## src/rtl/vga_sync_if.sv

```systemverilog
// Pixel-stream bundle between a raster counter and the VGA sync generator:
// position, colour and pixel enable in, aligned sync/data-enable/colour out.
interface vga_sync_if #(
  parameter int COLOR_BITS = 3,
  parameter int CNT_BITS   = 10
);
  logic                  i_Pix_En;
  logic [CNT_BITS-1:0]   i_Col_Count;
  logic [CNT_BITS-1:0]   i_Row_Count;
  logic [COLOR_BITS-1:0] i_Red_Video;
  logic [COLOR_BITS-1:0] i_Grn_Video;
  logic [COLOR_BITS-1:0] i_Blu_Video;
  logic                  o_HSync;
  logic                  o_VSync;
  logic                  o_Active;
  logic                  o_Line_Start;
  logic                  o_Frame_Start;
  logic                  o_Range_Err;
  logic [COLOR_BITS-1:0] o_Red_Video;
  logic [COLOR_BITS-1:0] o_Grn_Video;
  logic [COLOR_BITS-1:0] o_Blu_Video;

  modport master (
    output i_Pix_En, i_Col_Count, i_Row_Count, i_Red_Video, i_Grn_Video, i_Blu_Video,
    input  o_HSync, o_VSync, o_Active, o_Line_Start, o_Frame_Start, o_Range_Err,
           o_Red_Video, o_Grn_Video, o_Blu_Video
  );

  modport slave (
    input  i_Pix_En, i_Col_Count, i_Row_Count, i_Red_Video, i_Grn_Video, i_Blu_Video,
    output o_HSync, o_VSync, o_Active, o_Line_Start, o_Frame_Start, o_Range_Err,
           o_Red_Video, o_Grn_Video, o_Blu_Video
  );
endinterface

```

## src/rtl/vga_sync_gen.sv

```systemverilog
// VGA sync generator: decodes column/row counts into sync, data-enable, start
// pulses and blanked colour, delayed through a DELAY-stage enable-gated pipeline.
module vga_sync_gen #(
  parameter int   COLOR_BITS       = 3,
  parameter int   CNT_BITS         = 10,
  parameter int   TOTAL_COLS       = 800,
  parameter int   TOTAL_ROWS       = 525,
  parameter int   ACTIVE_COLS      = 640,
  parameter int   ACTIVE_ROWS      = 480,
  parameter int   FRONT_PORCH_HORZ = 18,
  parameter int   BACK_PORCH_HORZ  = 50,
  parameter int   FRONT_PORCH_VERT = 10,
  parameter int   BACK_PORCH_VERT  = 33,
  parameter logic HSYNC_POL        = 1'b0,
  parameter logic VSYNC_POL        = 1'b0,
  parameter int   DELAY            = 2
) (
  input  logic       i_Clk,
  input  logic       i_Rst_L,
  vga_sync_if.slave  vif
);

  typedef struct packed {
    logic                  hsync;
    logic                  vsync;
    logic                  active;
    logic                  line_start;
    logic                  frame_start;
    logic [COLOR_BITS-1:0] red;
    logic [COLOR_BITS-1:0] grn;
    logic [COLOR_BITS-1:0] blu;
  } stage_t;

  // Blanking value: syncs at their inactive level, everything else zero.
  localparam stage_t IDLE = stage_t'({~HSYNC_POL, ~VSYNC_POL, 3'b000, {(3*COLOR_BITS){1'b0}}});

  localparam logic [31:0] COLS_W  = 32'(TOTAL_COLS);
  localparam logic [31:0] ROWS_W  = 32'(TOTAL_ROWS);
  localparam logic [31:0] ACOLS_W = 32'(ACTIVE_COLS);
  localparam logic [31:0] AROWS_W = 32'(ACTIVE_ROWS);
  localparam logic [31:0] H_BEG_W = 32'(ACTIVE_COLS + FRONT_PORCH_HORZ);
  localparam logic [31:0] H_END_W = 32'(TOTAL_COLS - BACK_PORCH_HORZ - 1);
  localparam logic [31:0] V_BEG_W = 32'(ACTIVE_ROWS + FRONT_PORCH_VERT);
  localparam logic [31:0] V_END_W = 32'(TOTAL_ROWS - BACK_PORCH_VERT - 1);

  logic [31:0] col_s;
  logic [31:0] row_s;
  logic        in_range_s;
  logic        visible_s;
  logic        h_pulse_s;
  logic        v_pulse_s;
  stage_t      decode_s;
  stage_t      stage_r [DELAY];
  logic        range_err_r;

  // Decode the current position into the stage-1 record; out-of-range counts blank.
  always_comb begin
    col_s      = 32'(vif.i_Col_Count);
    row_s      = 32'(vif.i_Row_Count);
    in_range_s = (col_s < COLS_W) && (row_s < ROWS_W);
    visible_s  = in_range_s && (col_s < ACOLS_W) && (row_s < AROWS_W);
    h_pulse_s  = in_range_s && (col_s >= H_BEG_W) && (col_s <= H_END_W);
    v_pulse_s  = in_range_s && (row_s >= V_BEG_W) && (row_s <= V_END_W);

    decode_s             = IDLE;
    decode_s.hsync       = h_pulse_s ? HSYNC_POL : ~HSYNC_POL;
    decode_s.vsync       = v_pulse_s ? VSYNC_POL : ~VSYNC_POL;
    decode_s.active      = visible_s;
    decode_s.line_start  = in_range_s && (col_s == 32'd0);
    decode_s.frame_start = in_range_s && (col_s == 32'd0) && (row_s == 32'd0);
    if (visible_s) begin
      decode_s.red = vif.i_Red_Video;
      decode_s.grn = vif.i_Grn_Video;
      decode_s.blu = vif.i_Blu_Video;
    end else begin
      decode_s.red = '0;
      decode_s.grn = '0;
      decode_s.blu = '0;
    end
  end

  // Enable-gated pipeline: stage 0 captures the decode, later stages shift.
  always_ff @(posedge i_Clk or negedge i_Rst_L) begin
    if (!i_Rst_L) begin
      for (int i = 0; i < DELAY; i++) begin
        stage_r[i] <= IDLE;
      end
    end else if (vif.i_Pix_En) begin
      stage_r[0] <= decode_s;
      for (int i = 1; i < DELAY; i++) begin
        stage_r[i] <= stage_r[i-1];
      end
    end
  end

  // Sticky flag for any enabled count outside the programmed frame.
  always_ff @(posedge i_Clk or negedge i_Rst_L) begin
    if (!i_Rst_L) begin
      range_err_r <= 1'b0;
    end else if (vif.i_Pix_En && !in_range_s) begin
      range_err_r <= 1'b1;
    end
  end

  assign vif.o_HSync       = stage_r[DELAY-1].hsync;
  assign vif.o_VSync       = stage_r[DELAY-1].vsync;
  assign vif.o_Active      = stage_r[DELAY-1].active;
  assign vif.o_Line_Start  = stage_r[DELAY-1].line_start;
  assign vif.o_Frame_Start = stage_r[DELAY-1].frame_start;
  assign vif.o_Red_Video   = stage_r[DELAY-1].red;
  assign vif.o_Grn_Video   = stage_r[DELAY-1].grn;
  assign vif.o_Blu_Video   = stage_r[DELAY-1].blu;
  assign vif.o_Range_Err   = range_err_r;

endmodule

```

## src/flat_wrapper.sv

```systemverilog
// flat-port wrapper written by rule: the top's interface ports become plain ports
module vga_sync_gen_flat 
#(
  parameter int   COLOR_BITS       = 3,
  parameter int   CNT_BITS         = 10,
  parameter int   TOTAL_COLS       = 800,
  parameter int   TOTAL_ROWS       = 525,
  parameter int   ACTIVE_COLS      = 640,
  parameter int   ACTIVE_ROWS      = 480,
  parameter int   FRONT_PORCH_HORZ = 18,
  parameter int   BACK_PORCH_HORZ  = 50,
  parameter int   FRONT_PORCH_VERT = 10,
  parameter int   BACK_PORCH_VERT  = 33,
  parameter logic HSYNC_POL        = 1'b0,
  parameter logic VSYNC_POL        = 1'b0,
  parameter int   DELAY            = 2
)
  (i_Clk, i_Rst_L, vif_i_Pix_En, vif_i_Col_Count, vif_i_Row_Count, vif_i_Red_Video, vif_i_Grn_Video, vif_i_Blu_Video, vif_o_HSync, vif_o_VSync, vif_o_Active, vif_o_Line_Start, vif_o_Frame_Start, vif_o_Range_Err, vif_o_Red_Video, vif_o_Grn_Video, vif_o_Blu_Video);
  vga_sync_if #(.COLOR_BITS(COLOR_BITS), .CNT_BITS(CNT_BITS)) vif_i ();
  input  logic i_Clk;
  input  logic i_Rst_L;
  input wire logic [$bits(vif_i.i_Pix_En)-1:0] vif_i_Pix_En;
  input wire logic [$bits(vif_i.i_Col_Count)-1:0] vif_i_Col_Count;
  input wire logic [$bits(vif_i.i_Row_Count)-1:0] vif_i_Row_Count;
  input wire logic [$bits(vif_i.i_Red_Video)-1:0] vif_i_Red_Video;
  input wire logic [$bits(vif_i.i_Grn_Video)-1:0] vif_i_Grn_Video;
  input wire logic [$bits(vif_i.i_Blu_Video)-1:0] vif_i_Blu_Video;
  output wire logic [$bits(vif_i.o_HSync)-1:0] vif_o_HSync;
  output wire logic [$bits(vif_i.o_VSync)-1:0] vif_o_VSync;
  output wire logic [$bits(vif_i.o_Active)-1:0] vif_o_Active;
  output wire logic [$bits(vif_i.o_Line_Start)-1:0] vif_o_Line_Start;
  output wire logic [$bits(vif_i.o_Frame_Start)-1:0] vif_o_Frame_Start;
  output wire logic [$bits(vif_i.o_Range_Err)-1:0] vif_o_Range_Err;
  output wire logic [$bits(vif_i.o_Red_Video)-1:0] vif_o_Red_Video;
  output wire logic [$bits(vif_i.o_Grn_Video)-1:0] vif_o_Grn_Video;
  output wire logic [$bits(vif_i.o_Blu_Video)-1:0] vif_o_Blu_Video;
  assign vif_i.i_Pix_En = vif_i_Pix_En;
  assign vif_i.i_Col_Count = vif_i_Col_Count;
  assign vif_i.i_Row_Count = vif_i_Row_Count;
  assign vif_i.i_Red_Video = vif_i_Red_Video;
  assign vif_i.i_Grn_Video = vif_i_Grn_Video;
  assign vif_i.i_Blu_Video = vif_i_Blu_Video;
  assign vif_o_HSync = vif_i.o_HSync;
  assign vif_o_VSync = vif_i.o_VSync;
  assign vif_o_Active = vif_i.o_Active;
  assign vif_o_Line_Start = vif_i.o_Line_Start;
  assign vif_o_Frame_Start = vif_i.o_Frame_Start;
  assign vif_o_Range_Err = vif_i.o_Range_Err;
  assign vif_o_Red_Video = vif_i.o_Red_Video;
  assign vif_o_Grn_Video = vif_i.o_Grn_Video;
  assign vif_o_Blu_Video = vif_i.o_Blu_Video;
  vga_sync_gen #(.COLOR_BITS(COLOR_BITS), .CNT_BITS(CNT_BITS), .TOTAL_COLS(TOTAL_COLS), .TOTAL_ROWS(TOTAL_ROWS), .ACTIVE_COLS(ACTIVE_COLS), .ACTIVE_ROWS(ACTIVE_ROWS), .FRONT_PORCH_HORZ(FRONT_PORCH_HORZ), .BACK_PORCH_HORZ(BACK_PORCH_HORZ), .FRONT_PORCH_VERT(FRONT_PORCH_VERT), .BACK_PORCH_VERT(BACK_PORCH_VERT), .HSYNC_POL(HSYNC_POL), .VSYNC_POL(VSYNC_POL), .DELAY(DELAY)) u_core (.i_Clk(i_Clk), .i_Rst_L(i_Rst_L), .vif(vif_i));
endmodule
```

## config.mk

```make
export PLATFORM = sky130hd
export DESIGN_NAME = vga_sync_gen_flat
export DESIGN_NICKNAME = d
export VERILOG_FILES = /design/src/rtl/vga_sync_if.sv /design/src/rtl/vga_sync_gen.sv /design/src/flat_wrapper.sv
export SDC_FILE = /design/constraint.sdc
export NUM_CORES = 1
export LEC_CHECK = 0
export CAP_MARGIN = 0
export CORE_ASPECT_RATIO = 1.25
export CORE_MARGIN = 10
export CORE_UTILIZATION = 47
export DETAILED_ROUTE_END_ITERATION = 12
export PLACE_DENSITY = 0.93
export SYNTH_ARGS = -nofsm -noshare
export SYNTH_HDL_FRONTEND = slang
export SYNTH_SLANG_ARGS = --single-unit
```

## constraint.sdc

```tcl
create_clock -name i_Clk -period 2.2 [get_ports i_Clk]
set_clock_uncertainty 0.05 [all_clocks]
set_input_delay 0.22 -clock i_Clk [delete_from_list [all_inputs] [get_ports i_Clk]]
set_output_delay 0.22 -clock i_Clk [all_outputs]
set_load 0.05 [all_outputs]
```

==> impl_metrics.csv <==
group,metric,value,unit
run_status,status,"finished clean",
routing,dr.pass1.iters,4,
cells_and_area,drive_gt1_share,23.1,%
cells_and_area,nets,174,
timing,finalHoldViolCount,0,
cells_and_area,antenna_cells,0,
setup_path,worstSetupStartpointType,"register",
clocking,cts_resized,0,
clocking,clockBufferDepth,2,
cells_and_area,fill_cells,212,
clocking,numCtsBuffers,5,
routing,drc_errors,0,
placed_design,gp_congestion,0.758,
setup_path,slowest_stage,"clkdlybuf4s50_1",
setup_path,path_depth,1,
logic_synthesis,ys_seq_area_share,56.0,%
floorplan,die_area,5290,sq um
clocking,cts_tree,"done",
logic_synthesis,synth-seq-cells,29,
logic_synthesis,synth_fa_ha_area_share,0,%
floorplan,fp-row-count,21,
grt,grt.total_usage,13.2,%
logic_synthesis,yosysTopAreaCellShare,48.0,%
floorplan,die_y,78.9,um
floorplan,die_w,67.1,um
logic_synthesis,syn_area_per_cell,13.4,sq um
grt,grt_pass1_wl,5.37,mm
cells_and_area,syn_to_final_growth,38.7,%
timing,fin_setup_tns,0,ps
timing,period_minus_slack,1930,ps
logic_synthesis,yosysTopAreaCell,"dfrtp_1",
setup_path,worstPathMaxFanout,2,
pwr,powerDensity,628,nW/um^2
routing,via_count,1017,
clocking,clock_sink_count,29,
timing,rsz0062_at_grt,"false",
clocking,cts-root-buf,"clkbuf_4",
grt,antenna_found_initial,0,
logic_synthesis,muxShareOfSynthArea,12.1,%
logic_synthesis,synth_edf_count,0,
logic_synthesis,synthXorXnorAreaFrac,0,%
clocking,holdBufCountCts,0,
clocking,cts_htree_levels,2,
routing,drtIter0Drc,35,
placed_design,dpl.cell_count,169,
logic_synthesis,synth_compound_area_share,17.0,%
setup_path,crit_chain,"clkdlybuf4s50_1",
placed_design,dp_hpwl,2.53,mm
routing,postRouteWirelength,3.24,mm
routing,viasPerCell,5.75,
clocking,post_cts_buffers,0,
pwr,ir_drop,0.445,mV
pwr,power_leakage,0.000782,uW
logic_synthesis,synth-simple-area-share,8.45,%
timing,fin_crit_sh,87.8,%
clocking,worstSkewPairLatency,320,ps
floorplan,core-area,2680,sq um
logic_synthesis,yosys-top-cells-count,"dfrtp_1, mux2_2, a22o_1",
grt,grt_max_degree,30,
setup_path,critPathTopFamily,"buffers and inverters",
cells_and_area,layout.cells.non_filler,177,
logic_synthesis,synth_warnings,0,
logic_synthesis,ys_top_cells_by_area,"dfrtp_1, mux2_2, dfstp_2",
grt,gr-total-overflow,0,
timing,setup_violations,0,
timing,max_freq,517,MHz
floorplan,boundaryPins,47,
logic_synthesis,synth_top_family_by_area,"compound AO/OA/AOI/OAI gates",
setup_path,r2r_cells,2,
flow_run,max_cap_violations,0,
timing,slew_violations,0,
logic_synthesis,synth_flop_cell,"dfrtp_1",
logic_synthesis,synthArstFlopShare,100,%
cells_and_area,register_area,731,sq um
setup_path,slowest_delay,800,ps
grt,grt_pass1_vias,1169,
logic_synthesis,synth_area,1300,sq um
logic_synthesis,synth.distinct_cells,33,
routing,wl_per_cell,18.3,um
routing,drtAntennaViolNets,0,
setup_path,cp.required,1930,ps
timing,fin_ws,267,ps
placed_design,pre_cts_slack,158,ps
logic_synthesis,syn_inst,97,
placed_design,portBuffers,46,
timing,hold_slack,208,ps
setup_path,critPathBufInv,1,
cells_and_area,multi_input_comb_area,489,sq um
timing,relSlewSlack,63.4,%
setup_path,worstPathArrival,1660,ps
floorplan,start_util,48.6,%
logic_synthesis,synth_most_common_cell,"dfrtp_1",
min_path,hold_class,"primary input to async pin",
cells_and_area,post-route-util,67.5,%
clocking,clk_pin_slew,90,ps
setup_path,critPathKind,"register to output pin",
logic_synthesis,synth.net_count,129,
timing,worst_pin_slew,547,ps
setup_path,cp-end-kind,"output pin",
## through the flow
step	total power [uW]	instance area, sq um
floorplan	735	1300
global placement	837	1760
detailed placement	845	1760
CTS	1150	1810
global route	1180	1810
finish	1130	1810
## worst register-to-register path: stages (launching register included)
cell	delay [ps]
dfstp_2	540
nor2_1	40
a41oi_1	170
## registers in the layout (all words and copies together), names as in the netlist
signal	count
u_core.stage_r	14
u_core.vif.o_Active	1
u_core.vif.o_Blu_Video	3
u_core.vif.o_Frame_Start	1
u_core.vif.o_Grn_Video	3
u_core.vif.o_HSync	1
u_core.vif.o_Line_Start	1
u_core.vif.o_Range_Err	1
u_core.vif.o_Red_Video	3
u_core.vif.o_VSync	1
## metal layers
layer  vias to the layer above  wire [um]  global-route usage, %
met5                         -          0                      0
met4                         0        110                   7.61
met3                        14        344                   6.88
met2                        59       1590                   20.6
met1                       491       1190                   13.7
li1                        453          -                      -
## area by class of cell
class / count / area share (%)
Tap cell: 34 / 2.35
Timing Repair Buffer: 50 / 27.1
Multi-Input combinational cell: 55 / 27.1
Clock buffer: 6 / 2.28
Inverter: 1 / 0.208
Clock inverter: 2 / 0.554
Sequential cell: 29 / 40.4
## kinds of logic (layout without fill, tap and decap cells)
| family | Yosys count | count (layout) |
|---|---|---|
| DFF | 29 | 29 |
| and+or+nand+nor | 17 | 17 |
| buffers and inverters | 13 | 59 |
| AOI/OAI and AO/OA | 24 | 24 |
| muxes | 14 | 14 |
## report_power, final
group          total, uW  switching [uW]  internal [uW]
Combinational        253             133            120
Clock                302             180            121
Sequential           581            15.3            565
## final timing paths
kind                                         start                        end  slack, ps
worst min register to register  u_core.stage_r[25]         u_core.stage_r[25]        450
worst max-delay path            u_core.vif.o_VSync                vif_o_VSync        270
worst min-delay path                       i_Rst_L  u_core.vif.o_Red_Video[1]        210
min in group i_Clk              u_core.stage_r[25]         u_core.stage_r[25]        450
max in group asynchronous                  i_Rst_L         u_core.stage_r[26]       1580
worst max register to register  u_core.stage_r[27]         u_core.stage_r[27]       1330
## placed cells by master, fill, tap and decap left out, types with 2 or more instances in the layout
cell type	instances
dfstp_2	4
dfrtp_1	25
a211o_1	2
clkdlybuf4s50_1	46
buf_4	4
a22o_1	11
clkinv_2	2
clkbuf_4	5
nor2_1	3
nor4_1	2
mux2_2	14
or3_1	2
nand2_1	2
Power figures use the tool's default switching activity.
